==> config.mk <==
export PLATFORM = sky130hd
export DESIGN_NAME = inst_fetch
export DESIGN_NICKNAME = d
export VERILOG_FILES = /design/src/rtl/fetch_pkg.sv /design/src/rtl/fetch_fifo.sv /design/src/rtl/inst_fetch.sv
export SDC_FILE = /design/constraint.sdc
export NUM_CORES = 1
export LEC_CHECK = 0
export CORE_UTILIZATION = 47
export CTS_CLUSTER_DIAMETER = 120
export CTS_CLUSTER_SIZE = 14
export DETAILED_ROUTE_END_ITERATION = 16
export MAX_ROUTING_LAYER = met4
export PLACE_DENSITY = 0.89
export SYNTH_ARGS = -nofsm -noshare
export SYNTH_HDL_FRONTEND = slang
export SYNTH_HIERARCHICAL = 1
export SYNTH_SLANG_ARGS = --single-unit
export TNS_END_PERCENT = 30
==> constraint.sdc <==
create_clock -name clk -period 2.55 [get_ports clk]
set_input_delay 0.255 -clock clk [delete_from_list [all_inputs] [get_ports clk]]
set_output_delay 0.255 -clock clk [all_outputs]
set_load 0.05 [all_outputs]
==> src/rtl/fetch_pkg.sv <==
// Shared fetch types and constants.
// Optional prebuffer build: define FETCH_PREBUF_EN.
package fetch_pkg;

  localparam int PC_W       = 32;
  localparam int WORD_BYTES = 4;

  localparam logic [PC_W-1:0] RESET_PC = 32'h0000_0000;

  typedef enum logic [1:0] {
    IDLE,
    REQ,
    HOLD,
    DROP
  } fetch_state_e;

  typedef struct packed {
    logic [31:0]     word;
    logic [PC_W-1:0] pc;
  } fetch_ent_t;

  function automatic logic [PC_W-1:0] align_pc(
    input logic [PC_W-1:0] a
  );
    return {a[PC_W-1:2], 2'b00};
  endfunction

endpackage

==> src/rtl/fetch_fifo.sv <==
// Two-entry {word, pc} prebuffer with flush.
// Present only when FETCH_PREBUF_EN is defined.
`ifdef FETCH_PREBUF_EN
module fetch_fifo
  import fetch_pkg::*;
(
  input  logic       clk,
  input  logic       rst_n,
  input  logic       i_flush,
  input  logic       i_push,
  input  fetch_ent_t i_data,
  input  logic       i_pop,
  output fetch_ent_t o_data,
  output logic [1:0] o_cnt
);

  fetch_ent_t r_mem [2];
  logic       r_wp;
  logic       r_rp;
  logic [1:0] r_cnt;

  always_ff @(posedge clk or negedge rst_n) begin
    if (!rst_n) begin
      r_mem[0] <= '0;
      r_mem[1] <= '0;
      r_wp     <= 1'b0;
      r_rp     <= 1'b0;
      r_cnt    <= 2'd0;
    end else if (i_flush) begin
      r_wp  <= 1'b0;
      r_rp  <= 1'b0;
      r_cnt <= 2'd0;
    end else begin
      if (i_push) begin
        r_mem[r_wp] <= i_data;
        r_wp        <= ~r_wp;
      end
      if (i_pop) begin
        r_rp <= ~r_rp;
      end
      r_cnt <= r_cnt + {1'b0, i_push} - {1'b0, i_pop};
    end
  end

  assign o_data = r_mem[r_rp];
  assign o_cnt  = r_cnt;

endmodule
`endif

==> src/rtl/inst_fetch.sv <==
// Instruction fetch stage: memory request FSM with redirect handling.
// Define FETCH_PREBUF_EN to add a 2-entry prebuffer toward the decoder.
module inst_fetch
  import fetch_pkg::*;
(
  input  logic            clk,
  input  logic            rst_n,
  output logic            imem_req,
  output logic [PC_W-1:0] imem_addr,
  input  logic            imem_ack,
  input  logic [31:0]     imem_rdata,
  output logic            inst_valid,
  input  logic            inst_ready,
  output logic [31:0]     inst_word,
  output logic [PC_W-1:0] inst_pc,
  output logic [PC_W-1:0] inst_pc_next,
  input  logic            redirect,
  input  logic [PC_W-1:0] redirect_pc
);

  fetch_state_e    r_state;
  fetch_state_e    w_next;
  logic [PC_W-1:0] r_pc;
  logic [PC_W-1:0] r_old;
  logic            w_take;
  logic            w_hs;
  logic            w_stall;

  assign w_take = (r_state == REQ) && imem_ack && !redirect;
  assign w_hs   = inst_valid && inst_ready;

  always_ff @(posedge clk or negedge rst_n) begin
    if (!rst_n) r_state <= IDLE;
    else        r_state <= w_next;
  end

  always_comb begin
    w_next = r_state;
    unique case (r_state)
      IDLE: w_next = REQ;
      REQ: begin
        if (redirect)
          w_next = imem_ack ? REQ : DROP;
        else if (imem_ack && w_stall)
          w_next = HOLD;
      end
      HOLD: if (redirect || w_hs) w_next = REQ;
      DROP: if (imem_ack) w_next = REQ;
      default: w_next = IDLE;
    endcase
  end

  always_comb begin
    imem_req  = (r_state == REQ) || (r_state == DROP);
    imem_addr = (r_state == DROP) ? r_old : r_pc;
  end

  // r_pc doubles as the recorded target while DROP drains the old request
  always_ff @(posedge clk or negedge rst_n) begin
    if (!rst_n) begin
      r_pc  <= RESET_PC;
      r_old <= RESET_PC;
    end else begin
      if (redirect)
        r_pc <= align_pc(redirect_pc);
      else if (w_take)
        r_pc <= r_pc + PC_W'(WORD_BYTES);
      if ((r_state == REQ) && redirect && !imem_ack)
        r_old <= r_pc;
    end
  end

  assign inst_pc_next = inst_pc + PC_W'(WORD_BYTES);

`ifdef FETCH_PREBUF_EN
  fetch_ent_t w_head;
  fetch_ent_t w_in;
  logic [1:0] w_cnt;

  assign w_in    = '{word: imem_rdata, pc: r_pc};
  assign w_stall = (w_cnt == 2'd1) && !w_hs;

  fetch_fifo u_fifo (
    .clk     (clk),
    .rst_n   (rst_n),
    .i_flush (redirect),
    .i_push  (w_take),
    .i_data  (w_in),
    .i_pop   (w_hs),
    .o_data  (w_head),
    .o_cnt   (w_cnt)
  );

  assign inst_valid = (w_cnt != 2'd0);
  assign inst_word  = w_head.word;
  assign inst_pc    = w_head.pc;
`else
  logic            r_valid;
  logic [31:0]     r_word;
  logic [PC_W-1:0] r_ipc;

  assign w_stall = 1'b1;

  always_ff @(posedge clk or negedge rst_n) begin
    if (!rst_n) begin
      r_valid <= 1'b0;
      r_word  <= '0;
      r_ipc   <= '0;
    end else if (w_take) begin
      r_valid <= 1'b1;
      r_word  <= imem_rdata;
      r_ipc   <= r_pc;
    end else if (redirect || w_hs) begin
      r_valid <= 1'b0;
    end
  end

  assign inst_valid = r_valid;
  assign inst_word  = r_word;
  assign inst_pc    = r_ipc;
`endif

endmodule
==> metrics.txt, run 1 <==
CTS tree done; Cells on Worst Hold Path 3; DRC 0; Peak VDD IR 0.729 mV; Slew HR 0.588; Synth area leader dfrtp_1; layout cell share with drive strength beyond 1 0.286; Min Hold Slack 0.392 ns; Max Slew Vio Count 0; area of the multi-input gates 2980 sq um; vias per inst 5.48; # IOs 199; largest net degree at the start of global routing 62; clock buffer count from CTS 17; Setup Skew 0.00717 ns; outcome completed; port bufs 190; min setup slack post-route 0.0707 ns; RSZ-0062 raised after global routing yes; Worst Setup End Kind primary output; fin crit share 0.972; CP max FO 5; Final GP Congestion 0.820; Die W 117 um; GRT Residual Overflow 0; first-pass GRT wire length 28200 um; clock slew at the register clock pins of the worst setup and hold paths 0.05 ns; worst-margin pin slew 0.619 ns; FFs w/ async S/R, synth 1.00; Seq/Total Area, Yosys 0.500; worst slack at placement 0.179 ns; via count 5104; Initial Utilization 0.489; final net count 818; Filler Cell Count 844; initial drt markers 241; Max Cap Viol 0; Ys Warns 6; Hold Vio Cnt, Final 0; HP Class in2reg; Die Y 117 um; Worst EP required 2.30 ns; DP HPWL 12300 um; Commonest cells post-synth dfrtp_1 (125), mux2_2 (90), nand2_1 (41), mux2_1 (26), nor2_1 (25); Final setup viols 0; Worst R2R End r_pc[30]$_DFFE_PN0P_; mapped cell area 6250 sq um; pwr/cell area 1160 nW/um^2; R2R setup slack 0.30 ns; Post-Synthesis Cells 548; Area contributors post-synth dfrtp_1 (50%), mux2_2 (16%), mux2_1 (4.7%); row cnt 41; fin crit period 2.48 ns; most frequent cell after synthesis dfrtp_1; EDFF count, synth 0; initial antenna violation count 0; Synth Flop Type dfrtp_1; Root Driver clkbuf_16; die area 13800 sq um; crit path cell chain ha_1 -> and4_2 -> nand4_1 -> buf_4 -> nor2_1 -> xor2_1 -> buf_12; number of global-route vias before repair 5334; share of the synthesized area in the top cell type 0.500; area grow syn2layout 49.4%; Worst-Skew Late Latency 0.42 ns; Fmax achieved 403 MHz; crit start category flop; CTS max path bufs 2; register area 3130 sq um; crit-path max cell delay 0.40 ns; Critical Path AT 2.22 ns; TritonCTS Sinks 125; final WL 17200 um; Leak Pwr 3.83 nW; FF-to-FF Start r_pc[3]$_DFFE_PN0P_; Total GRT Usage 0.272; routed len/inst 18.5 um; core area 12800 sq um; crit path capture inst_pc_next[18]; FF-to-FF path depth 5; Mapped Avg Cell Area 11.4 sq um; drt pass-1 iters 5; CP Launch Point inst_pc[3]$_DFFE_PN0P_; Netlist cell types 41; crit path kind reg2out; DRT antenna net count 0; H-tree levels 4; number of diodes 0; critical path's slowest cell dfrtp_1; FF+latch count, synth 125
[critical path: cells and delay by family (launching register included)]
family | cells | cell delay, ns
flops | 1 | 0.40
fa+ha+maj | 1 | 0.22
xor+xnor | 1 | 0.30
simple gates | 3 | 0.52
buf+inv | 2 | 0.36
[cells by family (layout without fill, tap and decap cells)]
logic type,count (synthesis),after routing,share of synthesized area
compound gates,55,55,0.0538
xor+xnor,39,39,0.0546
fa+ha+maj,2,2,0.00400
buf+inv,51,258,0.0368
flops,125,125,0.500
mux,117,117,0.211
other cells,1,6,0.000600
simple gates,158,158,0.139
[through the flow]
stage               cell area, sq um  setup TNS (ns)  power (mW)   util  instances
floorplan                       6280          -0.307        6.21      -        553
global placement                8650               0        8.23  0.678        896
detailed placement              8650               0        8.37  0.678        896
CTS                             9300         -0.0273        10.9  0.728        929
global route                    9340         -0.0652        11.2  0.732        932
finish                          9340               0        10.8  0.732        932
[worst min-delay path by stage]
stage	to	slack, ns	startpoint
6_report	r_pc[14]$_DFFE_PN0P_	0.39	redirect_pc[14]
2_1_floorplan	inst_pc[10]$_DFFE_PN0P_	-0.04	rst_n
5_1_grt	r_pc[14]$_DFFE_PN0P_	0.42	redirect_pc[14]
3_5_place_dp	r_old[30]$_DFFE_PN0P_	0.30	rst_n
3_3_place_gp	r_old[30]$_DFFE_PN0P_	0.31	rst_n
4_1_cts	r_pc[9]$_DFFE_PN0P_	0.38	redirect_pc[9]
[per-layer routing]
metal | track usage | vias up | routed length, um
met4 | 0.0901 | 0 | 224
li1 | - | 2361 | -
met1 | 0.313 | 2525 | 6890
met2 | 0.460 | 197 | 8950
met3 | 0.0720 | 21 | 1170
met5 | - | - | 0
[layout make-up]
cell class / instances / area share
sequential: 125 / 0.335
multi-input combinational: 377 / 0.318
timing repair buffer: 212 / 0.253
clock buffer: 21 / 0.0503
tap: 172 / 0.0230
clock inverter: 11 / 0.0150
inverter: 14 / 0.00562
[report_power, final]
group	internal, mW	switching [mW]	total (mW)	leakage (nW)
Combinational	2.08	3.23	5.31	2.06
Clock	1.61	0.860	2.47	0.303
Sequential	2.53	0.519	3.05	1.47
[layout by cell type, fill, tap and decap left out, drive strengths merged, types with 2 or more instances in the layout]
cell,Yosys,layout
a31oi,15,15
nand4,10,10
or3,6,6
inv,14,14
conb,1,6
ha,2,2
nand2b,2,2
xor2,20,20
o31a,2,2
o21ai,23,23
nand3,20,20
xnor2,19,19
nand2,41,41
clkdlybuf4s50,0,134
o211ai,3,3
nor3,12,12
dfrtp,125,125
clkbuf,23,21
bufinv,0,3
nor2,25,25
o31ai,10,10
or4,17,17
and3,5,5
buf,14,76
nand4b,2,2
and4,8,8
nand3b,2,2
mux2,116,116
clkinv,0,7
nor4,5,5
[flip-flops by register name, indices dropped and copies added, names as in the netlist]
name	cells
r_state	2
inst_valid	1
inst_pc	30
inst_word	32
r_old	30
r_pc	30
[what timing repair did]
action                                  4_1_cts  5_1_grt
buffers inserted                              0        3
gates resized for setup                       8        5
hold endpoints to repair                     46        0
hold buffers                                  1        0
pin swaps                                     1        3
endpoints found under the setup margin        8       16
No activity file was read; power rests on OpenSTA's default activity.
==> inputs of run 2 (changes only) <==
CTS_BUF_LIST = sky130_fd_sc_hd__clkbuf_16   (was default)
==> run 2 against run 1 <==
Count of clock-buffer cells in the layout down 4; register-to-register slack about the same; worst setup slack better by 0.00068 ns; wire length down 0.25%; global-route usage down 0.055 points; maximum frequency about the same; die area unchanged; via count up 0.59%; clock skew up 0.0019 ns; sequential power about the same; final area down 0.32%; largest power group unchanged; highest routed layer unchanged.
==> metrics.txt, run 2 (synthesis results as in run 1) <==
Worst EP required 2.30 ns; crit path kind reg2out; largest net degree at the start of global routing 62; clock slew at the register clock pins of the worst setup and hold paths 0.05 ns; critical path's slowest cell dfrtp_1; Worst Setup End Kind primary output; core area 12800 sq um; outcome completed; FF-to-FF Start r_pc[3]$_DFFE_PN0P_; Worst path depth 7; CP max FO 5; Setup Skew 0.00910 ns; Die W 117 um; die area 13800 sq um; GRT Residual Overflow 0; Total GRT Usage 0.271; crit-path max cell delay 0.41 ns; crit path capture inst_pc_next[18]; Post-DP Area 8650 sq um; R2R setup slack 0.31 ns; fin crit period 2.48 ns; max reg flops 32; drt pass-1 iters 4; number of diodes 0; crit path cell chain ha_1 -> and4_2 -> nand4_1 -> buf_4 -> nor2_1 -> xor2_1 -> buf_12; number of global-route vias before repair 5338; Max Cap Viol 0; DRC 0; layout cell share with drive strength beyond 1 0.282; Hold Vio Cnt, Final 0; routed len/inst 18.4 um; final core utilization 0.729; initial antenna violation count 0; first-pass GRT wire length 28100 um; Max Slew Vio Count 0; most frequent cells in the layout clkdlybuf4s50_1 (134), dfrtp_1 (123), mux2_2 (90); Final setup viols 0; Initial Utilization 0.489; CP Launch Point inst_pc[3]$_DFFE_PN0P_; Root Driver clkbuf_16; area grow syn2layout 49.0%; Worst-Skew Late Latency 0.42 ns; H-tree levels 4; Leak Pwr 3.81 nW; Die Y 117 um; vias per inst 5.51; Worst R2R End r_pc[30]$_DFFE_PN0P_; # IOs 199; CP Buf/Inv Count 2; Finished Cell Area 9310 sq um; Slew HR 0.583; DP HPWL 12300 um; Fmax achieved 403 MHz; DRT antenna net count 0; initial drt markers 270; final net count 818; CTS tree done; worst-margin pin slew 0.625 ns; RSZ-0062 raised after global routing yes; HP Class in2reg; via count 5134; Peak VDD IR 0.726 mV; CTS max path bufs 2; most common cell after layout, fill and taps aside clkdlybuf4s50_1; cell family with most CP delay simple AND/OR/NAND/NOR gates; FF-to-FF path depth 5; final WL 17200 um; fin crit share 0.972; setup tns final 0 ns; port bufs 190; placed cell count 896; row cnt 41; TritonCTS Sinks 125; Critical Path AT 2.22 ns; clock buffer count from CTS 17; Non-Filler Instances 932; pwr/cell area 1150 nW/um^2; crit start category flop; Final GP Congestion 0.820
run 2: cell types whose count changed in the layout (fill, tap and decap cells not counted), sizes merged:
| cell | delta |
|---|---|
| clkinv | +3 |
| clkbuf | -4 |
| inv | +1 |
run 2: tightest hold or removal path: stages:
cell	delay (ns)
clkdlybuf4s50_1	0.40
nand2_1	0.06
o21ai_1	0.05
run 2: layout make-up:
class / instances / area [sq um]
multi-input cells: 377 / 2980
fillers: 851 / 3460
flip-flops and latches: 125 / 3130
inverters: 14 / 52.6
well taps: 172 / 215
clock buffers: 17 / 425
repair buffers: 212 / 2360
clock inverters: 15 / 155
run 2: report_power, final:
group	switching, mW	total [mW]	internal [mW]
sequential	0.519	3.05	2.53
clock	0.858	2.37	1.51
combinational	3.23	5.31	2.08
total	4.61	10.7	6.12
run 2: worst min path at each step:
stage,start,slack (ns),cells after the start,to
4_1_cts,redirect_pc[9],0.38,3,r_pc[9]$_DFFE_PN0P_
2_1_floorplan,rst_n,-0.04,0,inst_pc[10]$_DFFE_PN0P_
3_5_place_dp,rst_n,0.30,1,r_old[30]$_DFFE_PN0P_
6_report,redirect_pc[14],0.39,3,r_pc[14]$_DFFE_PN0P_
5_1_grt,redirect_pc[14],0.42,3,r_pc[14]$_DFFE_PN0P_
3_3_place_gp,rst_n,0.31,1,r_old[30]$_DFFE_PN0P_
run 2: per-layer routing:
layer,track usage,routed length [um]
met1,0.313,6920
met4,0.0950,293
met3,0.0700,1140
met2,0.457,8830
met5,-,0
run 2: timing repair:
item,4_1_cts,5_1_grt
endpoints found under the hold margin,46,0
endpoints found under the setup margin,8,16
gates cloned,0,0
pin swaps,1,3
resized for setup,8,5
hold buffers,1,0
setup buffers,0,3
run 2: through the flow:
step | hold WS [ns] | power (mW) | worst slack, ns
2_1_floorplan | -0.0406 | 6.21 | -0.101
3_3_place_gp | 0.306 | 8.23 | 0.218
3_5_place_dp | 0.304 | 8.37 | 0.179
4_1_cts | 0.380 | 10.8 | -0.0279
5_1_grt | 0.418 | 11.1 | -0.0195
6_report | 0.388 | 10.7 | 0.0714
